`config.mk`:
```
export PLATFORM = sky130hd
export DESIGN_NAME = multi_clock_divider
export DESIGN_NICKNAME = d
export VERILOG_FILES = /design/src/rtl/clock_div_pkg.sv /design/src/rtl/clock_div_channel.sv /design/src/rtl/multi_clock_divider.sv
export SDC_FILE = /design/constraint.sdc
export NUM_CORES = 1
export LEC_CHECK = 0
export CAP_MARGIN = 20
export CORE_MARGIN = 2
export CORE_UTILIZATION = 35
export DETAILED_ROUTE_END_ITERATION = 16
export HOLD_SLACK_MARGIN = 0.05
export PLACE_DENSITY_LB_ADDON = 0.3
export SLEW_MARGIN = 40
export SYNTH_ARGS = -nofsm -noshare
export SYNTH_HDL_FRONTEND = slang
export SYNTH_SLANG_ARGS = --single-unit
```
`constraint.sdc`:
```
create_clock -name clk -period 2.7 [get_ports clk]
set_input_delay 0.675 -clock clk [delete_from_list [all_inputs] [get_ports clk]]
set_output_delay 0.675 -clock clk [all_outputs]
set_load 0.05 [all_outputs]
```
`src/rtl/clock_div_pkg.sv`:
```
// clock_div_pkg: shared defaults and channel-index width helper for the clock divider
package clock_div_pkg;
  localparam int NUM_CH_DEF = 4;
  localparam int DIV_W_DEF = 8;
  localparam int RESET_DIV_DEF = 1;
  function automatic int ch_w(input int n);
    return n > 1 ? $clog2(n) : 1;
  endfunction
endpackage

```
`src/rtl/clock_div_channel.sv`:
```
// clock_div_channel: one divider channel with a pending divisor applied at period boundaries
module clock_div_channel #(
  parameter int DIV_W = 8,
  parameter int RESET_DIV = 1
) (
  input  logic             clk,
  input  logic             reset,
  input  logic             wr,
  input  logic [DIV_W-1:0] wr_div,
  input  logic             sync,
  output logic             pend,
  output logic             div_clk,
  output logic             div_tick
);
  logic [DIV_W-1:0] d, p, cnt;
  logic wrap, apply;
  assign wrap = d != '0 && cnt == d - 1'b1;
  // A pending divisor lands on the falling toggle, or right away when stopped
  assign apply = pend && (d == '0 || (wrap && div_clk));
  always_ff @(posedge clk or negedge reset)
    if (!reset) begin
      d <= DIV_W'(RESET_DIV);
      p <= '0;
      pend <= 1'b0;
      cnt <= '0;
      div_clk <= 1'b0;
      div_tick <= 1'b0;
    end else if (sync) begin
      cnt <= '0;
      div_clk <= 1'b0;
      div_tick <= 1'b0;
      pend <= 1'b0;
      if (wr) begin
        d <= wr_div;
        p <= wr_div;
      end else if (pend) d <= p;
    end else begin
      div_tick <= wrap && !div_clk;
      div_clk <= d != '0 && (div_clk ^ wrap);
      cnt <= (d == '0 || wrap) ? '0 : cnt + 1'b1;
      if (apply) begin
        d <= p;
        pend <= 1'b0;
      end else if (wr) begin
        p <= wr_div;
        pend <= 1'b1;
      end
    end
endmodule

```
`src/rtl/multi_clock_divider.sv`:
```
// multi_clock_divider: NUM_CH independent clock dividers with write decode and ready mux
module multi_clock_divider
  import clock_div_pkg::*;
#(
  parameter int NUM_CH = NUM_CH_DEF,
  parameter int DIV_W = DIV_W_DEF,
  parameter int RESET_DIV = RESET_DIV_DEF
) (
  input  logic                      clk,
  input  logic                      reset,
  input  logic                      cfg_valid,
  output logic                      cfg_ready,
  input  logic [ch_w(NUM_CH)-1:0]   cfg_ch,
  input  logic [DIV_W-1:0]          cfg_div,
  input  logic                      sync,
  output logic [NUM_CH-1:0]         div_clk,
  output logic [NUM_CH-1:0]         div_tick
);
  localparam int CH_W = ch_w(NUM_CH);
  localparam int NP = 1 << CH_W;
  logic [NUM_CH-1:0] pend;
  logic [NP-1:0] pend_x;
  // Padded so out-of-range channel indices read a defined bit
  assign pend_x = NP'(pend);
  assign cfg_ready = 32'(cfg_ch) < NUM_CH && !pend_x[cfg_ch];
  for (genvar i = 0; i < NUM_CH; i++) begin : g_ch
    clock_div_channel #(.DIV_W(DIV_W), .RESET_DIV(RESET_DIV)) u_ch (
      .clk(clk),
      .reset(reset),
      .wr(cfg_valid && cfg_ready && cfg_ch == CH_W'(i)),
      .wr_div(cfg_div),
      .sync(sync),
      .pend(pend[i]),
      .div_clk(div_clk[i]),
      .div_tick(div_tick[i])
    );
  end
endmodule

```
==> Word-level counts from Yosys, hierarchy flattened <==
Index checks and enable logic that the tools add are counted.
{ "totals": {"regBits": 108, "out_inout_bits": 9} }
{ "classes": {"addsub": 8, "magnitude_cmp": 1, "n_eq_ne": 15, "muxes": 58, "n_bitwise": 4, "reduce_logical": 59} }
{ "ops": {"columns": ["op", "n"], "rows": [
  ["8-bit two-way mux", 36],
  ["8-bit by 1-bit adder with 8-bit output (second input constant)", 4],
  ["8-bit == test", 4],
  ["8-bit zero test", 4],
  ["8-bit nonzero test", 4],
  ["8-bit by 1-bit subtractor with 8-bit output (second input constant)", 4],
  ["1-bit logical AND", 25],
  ["1-bit two-way mux", 21],
  ["3-bit by 1-bit != test with 1-bit output (second input constant)", 4],
  ["3-bit nonzero test", 4],
  ["1-bit logical OR", 8],
  ["2-bit != test (second input constant)", 4],
  ["2-bit AND reduction", 4],
  ["2-bit nonzero test", 4],
  ["1-bit zero test", 5],
  ["2-bit == test (second input constant)", 2],
  ["1-bit XOR", 4],
  ["2-bit by 3-bit < comparator with 1-bit output (second input constant)", 1],
  ["1-bit binary-select mux with 2-bit select", 1],
  ["2-bit by 1-bit == test with 1-bit output (second input constant)", 1],
  ["2-bit zero test", 1]
]} }

==> Depth between registers and ports, before layout <==
Gate-level depths: netlist of the first run.
{ "depth": {"ltp_word": 8, "mapped_depth": 11, "mapped_depth_nobuf": 11} }

==> Modules after synthesis <==
Synthesis of the first run repeated with hierarchy kept, for this count alone.
{ "unflattened": {"cells_unflattened": 545, "area_unflattened_um2": 6000.8} }
{ "by_module_without_submodules": {"columns": ["module", "instances", "cells_each", "area_per_inst_um2", "seq_area_each_um2"], "rows": [
  ["clock_div_channel (g_ch[1].u_ch ...)", 2, 138, 1502.7, 676.9],
  ["clock_div_channel (g_ch[3].u_ch)", 1, 142, 1481.4, 676.9],
  ["clock_div_channel (g_ch[0].u_ch)", 1, 120, 1450.1, 676.9],
  ["multi_clock_divider", 1, 7, 63.8, 0.0]
]} }

==> Least setup slack after synthesis of the first run <==
OpenSTA, ideal clock, no wires.
{ "synth_timing": {"path_kind": "reg2reg", "start": "register g_ch[3].u_ch.d[0]", "end": "register g_ch[3].u_ch.d[0]", "setup_ps": 76, "arrival_time_ps": 2682, "t_required_ps": 2624, "slack_ps": -59, "stages_incl_launch_ff": 12, "period_less_slack_ps": 2759, "path_cell_list": "dfstp_2 > inv_1 > ha_1 > nor3b_1 > xnor2_1 > nand4_1 > a2111oi_4 > nor2b_1 > ha_1 > o21ai_0 > nand2_1 > mux2i_1"} }
{ "synth_via": {"elab_chain_cells": 8, "elab_cells_between_ends": 10} }
{ "synth_rtl": {"columns": ["element", "line", "text"], "rows": [
  ["from (decl)", "clock_div_channel.sv:15", "logic [DIV_W-1:0] d, p, cnt;"],
  ["from (signal assigned)", "clock_div_channel.sv:22", "d <= DIV_W'(RESET_DIV);"],
  ["from (signal assigned)", "clock_div_channel.sv:34", "d <= wr_div;"],
  ["from (signal assigned)", "clock_div_channel.sv:36", "end else if (pend) d <= p;"],
  ["8-bit by 1-bit subtractor with 8-bit output", "clock_div_channel.sv:17", "assign wrap = d != '0 && cnt == d - 1'b1;"],
  ["8-bit == test", "clock_div_channel.sv:17", null],
  ["1-bit logical AND", "clock_div_channel.sv:17", null],
  ["1-bit logical AND", "clock_div_channel.sv:19", "assign apply = pend && (d == '0 || (wrap && div_clk));"],
  ["1-bit logical OR (*)", "clock_div_channel.sv:19", null],
  ["1-bit logical AND (*)", "clock_div_channel.sv:19", null],
  ["2-bit nonzero test (no source line) (*)", null, null],
  ["2-bit AND reduction (no source line) (*)", null, null]
]} }
Mark *: on every way between the ends. The rest lies on a longest branch, timed or not.
A chain may end at the register's enable or synchronous reset.

==> Worst setup path in the final report of the first run <==
{ "layout_timing": {"start": "register g_ch[0].u_ch.d[0]", "end": "register g_ch[0].u_ch.d[0]"} }
{ "layout_via": {"elab_chain_cells": 8, "elab_cells_between_ends": 10} }
{ "layout_rtl": {"columns": ["element", "line"], "rows": [
  ["from (decl)", "clock_div_channel.sv:15"],
  ["from (signal assigned)", "clock_div_channel.sv:22"],
  ["from (signal assigned)", "clock_div_channel.sv:34"],
  ["from (signal assigned)", "clock_div_channel.sv:36"],
  ["8-bit by 1-bit subtractor with 8-bit output", "clock_div_channel.sv:17"],
  ["8-bit == test", "clock_div_channel.sv:17"],
  ["1-bit logical AND", "clock_div_channel.sv:17"],
  ["1-bit logical AND", "clock_div_channel.sv:19"],
  ["1-bit logical OR (*)", "clock_div_channel.sv:19"],
  ["1-bit logical AND (*)", "clock_div_channel.sv:19"],
  ["2-bit nonzero test (no source line) (*)", null],
  ["2-bit AND reduction (no source line) (*)", null]
]} }
Marks and branches as above.

==> results of run 1 <==
flip-flops by register name, indices dropped and copies added, names as in the netlist:
register	flops
g_ch.u_ch.cnt	32
g_ch.u_ch.d	32
g_ch.u_ch.p	32
g_ch.u_ch.div_clk	4
g_ch.u_ch.div_tick	4
g_ch.u_ch.pend	4
layer usage:
layer	track usage	wire, um
met1	0.186	5670
met2	0.237	5890
met3	0.0402	286
met4	0.0305	104
met5	0	0
logic make-up (layout without fill, tap and decap cells):
| kind of cell | count (synthesis) | after routing |
|---|---|---|
| fa+ha+maj | 20 | 20 |
| simple gates | 135 | 135 |
| mux | 98 | 98 |
| xor+xnor | 72 | 72 |
| flops | 108 | 108 |
| compound gates | 24 | 24 |
| buf+inv | 57 | 112 |
report_power, final:
group | internal (W) | total, W | switching (W)
clock | 0.000655 | 0.00125 | 0.000591
sequential | 0.00204 | 0.00243 | 0.000395
combinational | 0.00104 | 0.00211 | 0.00107
total | 0.00374 | 0.00579 | 0.00205
layout by cell type, fill, tap and decap left out, types with 8 or more instances in the layout:
master           netlist  routed
dfrtp_1              104     103
mux2i_1               65      65
xor2_1                40      39
inv_1                 38      37
buf_4                  8      34
mux2_2                32      32
xnor2_1               32      31
nor2_1                27      26
nor4_1                19      18
nand3_1               18      18
clkdlybuf4s50_1        0      18
nor3_1                15      15
ha_1                  20      14
and3_1                12      12
clkbuf_16              0       9
nand2_1                9       8
final timing paths:
| check | start | to | cells after the start |
|---|---|---|---|
| max | g_ch[0].u_ch.d[0]$_DFFE_PN1P_ | g_ch[0].u_ch.d[0]$_DFFE_PN1P_ | 11 |
| min | reset | g_ch[1].u_ch.div_clk$_DFF_PN0_ | 1 |
| max reg2reg | g_ch[0].u_ch.d[0]$_DFFE_PN1P_ | g_ch[0].u_ch.d[0]$_DFFE_PN1P_ | 11 |
| min reg2reg | g_ch[0].u_ch.cnt[0]$_DFF_PN0_ | g_ch[0].u_ch.cnt[0]$_DFF_PN0_ | 1 |
| max in group asynchronous | reset | g_ch[2].u_ch.d[0]$_DFFE_PN1P_ | 2 |
| min in group clk | g_ch[0].u_ch.cnt[0]$_DFF_PN0_ | g_ch[0].u_ch.cnt[0]$_DFF_PN0_ | 1 |
metrics by stage:
step                utilization  power [W]
floorplan                     -    0.00383
global placement          0.392    0.00427
detailed placement        0.392    0.00436
CTS                       0.411    0.00565
global route              0.421    0.00620
finish                    0.421    0.00579
layout make-up:
cell class / count / area share
flip-flops and latches: 108 / 0.392
repair buffers: 58 / 0.0753
well taps: 220 / 0.0398
inverters: 38 / 0.0206
clock inverters: 3 / 0.00344
clock buffers: 13 / 0.0362
multi-input cells: 349 / 0.432
repair_timing:
action,4_1_cts,5_1_grt
hold buffers,0,0
setup endpoints to repair,12,32
pin swaps,5,9
resized for setup,5,25
buffers inserted,3,8
critical path, stage by stage, from the launching register on:
cell and delay, ps:
dfstp_2 550, inv_2 60, ha_4 180, xor2_2 180
xnor2_1 220, o2111ai_2 150, or3_4 370, nor2_4 90
ha_2 190, o21ai_1 100, nand2_4 170, mux2i_1 230
==> metrics.txt, run 1 <==
Placed Instances 762; detailed-route via count 3865; Nets 598; Hold WC Path Type primary input to async pin; Post-synth EDFFs 0; power per cell area 838 nW/um^2; Final min period 2570 ps; Setup violations, final 0; final instance area 6910 um^2; CTS clk-pin slew, worst paths 70 ps; crit end category register; Setup WS pre-CTS -52.9 ps; vias in the first global route 4096; Synth Net Count 548; Initial DRC Count 183; P&R area growth vs syn 18.7%; initial antenna violation count 0; Unique masters post-synth 43; YS warnings 0; core area 16400 um^2; Clock Skews 8.64 ps; row count 47; Tcrit/Tclk final 0.952; FF/Latch Area 2710 um^2; Synth top cells by count dfrtp_1, mux2i_1, xor2_1; Ant. Diodes 0; chip height 133 um; count leader, synth dfrtp_1; Startpoint Class register; die area 17700 um^2; leakage 3.06 nW; drt total wl 11900 um; largest net degree at the start of global routing 62; CTS tree built; WS Path Type register to register; ys flop type dfrtp_1; Avg Inst Size Synth 11.3 um^2; Via density 4.90; Synth Register Bits 108; htree depth 3; status completed; number of remaining DRC errors 0; Required @ worst endpoint 2980 ps; final hold slack 193 ps; total congestion overflow 0; Synth area leaders dfrtp_1, mux2i_1, mux2_2; hpwl dp 8520 um; TritonRoute pass-1 iters 4; maximum vdd ir drop 353 uV; Pins Over Slew Limit 0; Layout fillers 1543; DR WL/cell 15.1 um; GPL Wtd Cong 0.820; Synth Area in XOR/XNOR 0.108; relative slew slack 0.665; worst-margin pin slew 502 ps; Crit path arrival time 2850 ps; highest net fanout along the worst path 8; flop2flop setup slack 130 ps; Synth Area in Compound Gates 0.0279; Synth Area in Adders 0.0430; Clock Sinks 108; Num CTS Buffers 9; setup total negative slack 0 ps; area of the multi-input gates 2990 um^2; gr usage total 0.143; IO buf count 22; largest family of logic cells by synthesized area multiplexers; Cell Area, Synth 5820 um^2; ANT nets after route 0; final non-filler cell total 789; asr flop ratio synth 1.00; layout cell share with drive strength beyond 1 0.213; die width 133 um; Synth top area share 0.447; CTS root buf clkbuf_16; I/O Pins 23; Synth Area in Simple Gates 0.136; Area after DPL 6440 um^2; fmax 389 MHz; Yosys top cell by area dfrtp_1; Max Cap Violations 0; Cells after Synth 514; mux contribution to synthesized area 0.178; initial core utilization 0.355; Fin. Hold Viols 0; insertion delay of the later-clocked pin in the worst-skew pair 350 ps; maximum clock path buffer count 2; Worst Setup Slack, final 131 ps; sequential area share after synthesis 0.465; global-route wire length before repair 20300 um
Power figures use the tool's default switching activity.
==> inputs of run 2 (changes only) <==
--- a/config.mk
+++ b/config.mk
@@ -5,7 +5,7 @@
 export SDC_FILE = /design/constraint.sdc
 export NUM_CORES = 1
 export LEC_CHECK = 0
-export CAP_MARGIN = 20
+export CAP_MARGIN = 25
 export CORE_MARGIN = 2
 export CORE_UTILIZATION = 35
 export DETAILED_ROUTE_END_ITERATION = 16
==> results of run 2 <==
Same layout as run 1: the final DEF is identical, and so are final timing and power.
==> inputs of run 3 (changes only) <==
--- a/config.mk
+++ b/config.mk
@@ -5,6 +5,7 @@
 export SDC_FILE = /design/constraint.sdc
 export NUM_CORES = 1
 export LEC_CHECK = 0
+export ABC_AREA = 1
 export CAP_MARGIN = 25
 export CORE_MARGIN = 2
 export CORE_UTILIZATION = 35
==> run 3 against run 2 <==
Against the previous run:
- fmax is 0.18% higher
- first-iteration DRC count is 74% higher
- largest cell class unchanged
- worst hold slack better by 88 ps
- global-route usage is 1.1 points higher
- utilization is 1.2 points lower
- combinational power is 18% lower
- clock skew is 2.3 ps higher
- highest routed layer unchanged
- wire length is 22% higher
- flip-flop and latch count stayed put
- register-to-register slack better by 99 ps
- clock power is 9.6% higher
==> metrics.txt, run 3 <==
Synth Net Count 951 (+74%); P&R area growth vs syn 13.8%; Startpoint Class primary input; Cells after Synth 917 (+78%); total congestion overflow 0 (unchanged); fin util 0.410 (-0.0116); largest net degree at the start of global routing 80 (+29%); YS warnings 0 (unchanged); Clock Sinks 108 (unchanged); Layout fillers 1910 (+24%); WS Path Type primary input to primary output; Synth Register Bits 108 (unchanged); Tcrit/Tclk final 0.950 (-0.00171); drt total wl 14500 um (+22%); TritonRoute pass-1 iters 8 (+4); Cell Area, Synth 6530 um^2 (+12%); Area after DPL 7020 um^2 (+9.1%); Unique masters post-synth 35 (-19%); initial core utilization 0.360 (+0.00514); Ant. Diodes 0 (unchanged); count leader, synth nand2_1; final hold slack 281 ps (+88.3 ps); relative slew slack 0.446 (-0.219); Worst Setup Slack, final 135 ps (+4.61 ps); vias in the first global route 5153 (+26%); setup total negative slack 0 ps (unchanged); Nets 981 (+64%); DR WL/cell 12.3 um (-19%); Synth area leaders dfrtp_1, nand2_1, nor2_1; Setup violations, final 0 (unchanged); Num CTS Buffers 9 (unchanged); maximum clock path buffer count 2 (unchanged); GPL Wtd Cong 0.809 (-1.3%); Initial DRC Count 319 (+74%); htree depth 3 (unchanged); Synth top cells by count nand2_1, nor2_1, dfrtp_1; maximum vdd ir drop 373 uV (+5.5%); layout cell share with drive strength beyond 1 0.102 (-0.111); CTS root buf clkbuf_16; CTS clk-pin slew, worst paths 80 ps (about the same); Synth top area share 0.398 (-0.0487); Pins Over Slew Limit 0 (unchanged); sequential area share after synthesis 0.415 (-0.0506); fmax 390 MHz (+0.18%); asr flop ratio synth 1.00 (unchanged); ANT nets after route 0 (unchanged); die area 19800 um^2 (+12%); global-route wire length before repair 24700 um (+22%); row count 49 (+4.3%); cts hold-fix bufs 0 (unchanged); gr usage total 0.153 (+0.0107); Setup WS pre-CTS 21.1 ps (+74.1 ps); Clock Skews 10.9 ps (+2.30 ps); status completed; CTS tree built; Final min period 2560 ps (-4.61 ps); highest net fanout along the worst path 7 (-1); Crit path arrival time 1890 ps (-960 ps); leakage 3.87 nW (+26%); hpwl dp 10300 um (+21%); Post-synth EDFFs 0 (unchanged); core area 18100 um^2 (+11%); Hold WC Path Type primary input to async pin; insertion delay of the later-clocked pin in the worst-skew pair 360 ps (about the same); Max Cap Violations 0 (unchanged); crit end category primary output; Required @ worst endpoint 2030 ps (-950 ps); I/O Pins 23 (unchanged); ys flop type dfrtp_1; detailed-route via count 5508 (+43%); IO buf count 22 (unchanged); most common cell after layout, fill and taps aside nand2_1; Fin. Hold Viols 0 (unchanged); Via density 4.67 (-4.7%); die width 141 um (+5.7%); worst-margin pin slew 831 ps (+330 ps); Avg Inst Size Synth 7.12 um^2 (-37%); top flop regs g_ch.u_ch.cnt: 32 flops, g_ch.u_ch.d: 32 flops, g_ch.u_ch.p: 32 flops; Yosys top cell by area dfrtp_1; power per cell area 711 nW/um^2 (-15%); number of remaining DRC errors 0 (unchanged); final instance area 7430 um^2 (+7.6%); most frequent cells in the layout nand2_1, nor2_1, dfrtp_1; initial antenna violation count 0 (unchanged); chip height 141 um (+5.7%)
==> run 3: cell types whose count changed after synthesis, moves of 18 or more <==
cell	delta
inv_1	+54
xnor2_1	-18
nand3_1	+78
nor2_1	+114
nand2_1	+288
mux2i_1	-65
nor4_1	-19
mux2_2	-32
xor2_1	-28
==> run 3: kinds of logic after synthesis <==
kind of cell	synth area share
compound gates	0.0328
fa+ha+maj	0.0383
buf+inv	0.0870
flops	0.415
simple gates	0.393
xor+xnor	0.0349
==> run 3: per-layer routing <==
metal / vias up / track usage / part of all wire
met5: - / 0 / 0
met4: 0 / 0.0374 / 0.013
met3: 11 / 0.0313 / 0.031
met2: 63 / 0.248 / 0.45
met1: 2504 / 0.212 / 0.51
li1: 2930 / - / -
==> run 3: repair_timing <==
| item | in CTS | in global routing |
|---|---|---|
| hold endpoints to repair | 0 | 0 |
| pin swaps | 0 | 7 |
| endpoints found under the setup margin | 3 | 32 |
| gates cloned | 0 | 4 |
| buffers inserted | 0 | 2 |
| gates resized for setup | 1 | 21 |
==> run 3: worst paths after layout <==
check                                             endpoint  slack [ps]  cells after the start                          start
max in group asynchronous    g_ch[2].u_ch.d[0]$_DFFE_PN1P_        1780                      2                          reset
min                        g_ch[1].u_ch.div_tick$_DFF_PN0_         280                      1                          reset
min in group clk             g_ch[0].u_ch.d[1]$_DFFE_PN0P_         480                      2  g_ch[0].u_ch.d[1]$_DFFE_PN0P_
max reg2reg                  g_ch[3].u_ch.d[4]$_DFFE_PN0P_         230                     17  g_ch[3].u_ch.d[0]$_DFFE_PN1P_
min reg2reg                  g_ch[0].u_ch.d[1]$_DFFE_PN0P_         480                      2  g_ch[0].u_ch.d[1]$_DFFE_PN0P_
max                                              cfg_ready         140                      6                      cfg_ch[0]
==> run 3: report_power, final <==
group	leakage [nW]	internal (W)	switching [W]
Combinational	2.33	0.000683	0.00104
Sequential	1.40	0.00191	0.000275
Clock	0.145	0.000768	0.000606
==> run 3: layout make-up <==
cell class | count | area (um^2) | area share
multi-input cells | 687 | 3350 | 0.451
repair buffers | 45 | 420 | 0.0566
flip-flops and latches | 108 | 2710 | 0.364
well taps | 229 | 287 | 0.0386
clock inverters | 3 | 46.3 | 0.00623
clock buffers | 12 | 256 | 0.0345
inverters | 96 | 365 | 0.0492
==> run 3: per-stage QoR <==
stage	power (W)	std cells
after CTS	0.00529	1174
after detailed placement	0.00389	1159
after global routing	0.00572	1180
final	0.00528	1180
after floorplan	0.00347	917
after global placement	0.00387	1159
==> run 3: worst max-delay path, stage by stage <==
cell,delay (ps)
clkdlybuf4s50_1,580
nor2_2,70
nand2_1,60
o21ai_1,100
nor2_4,220
buf_12,180
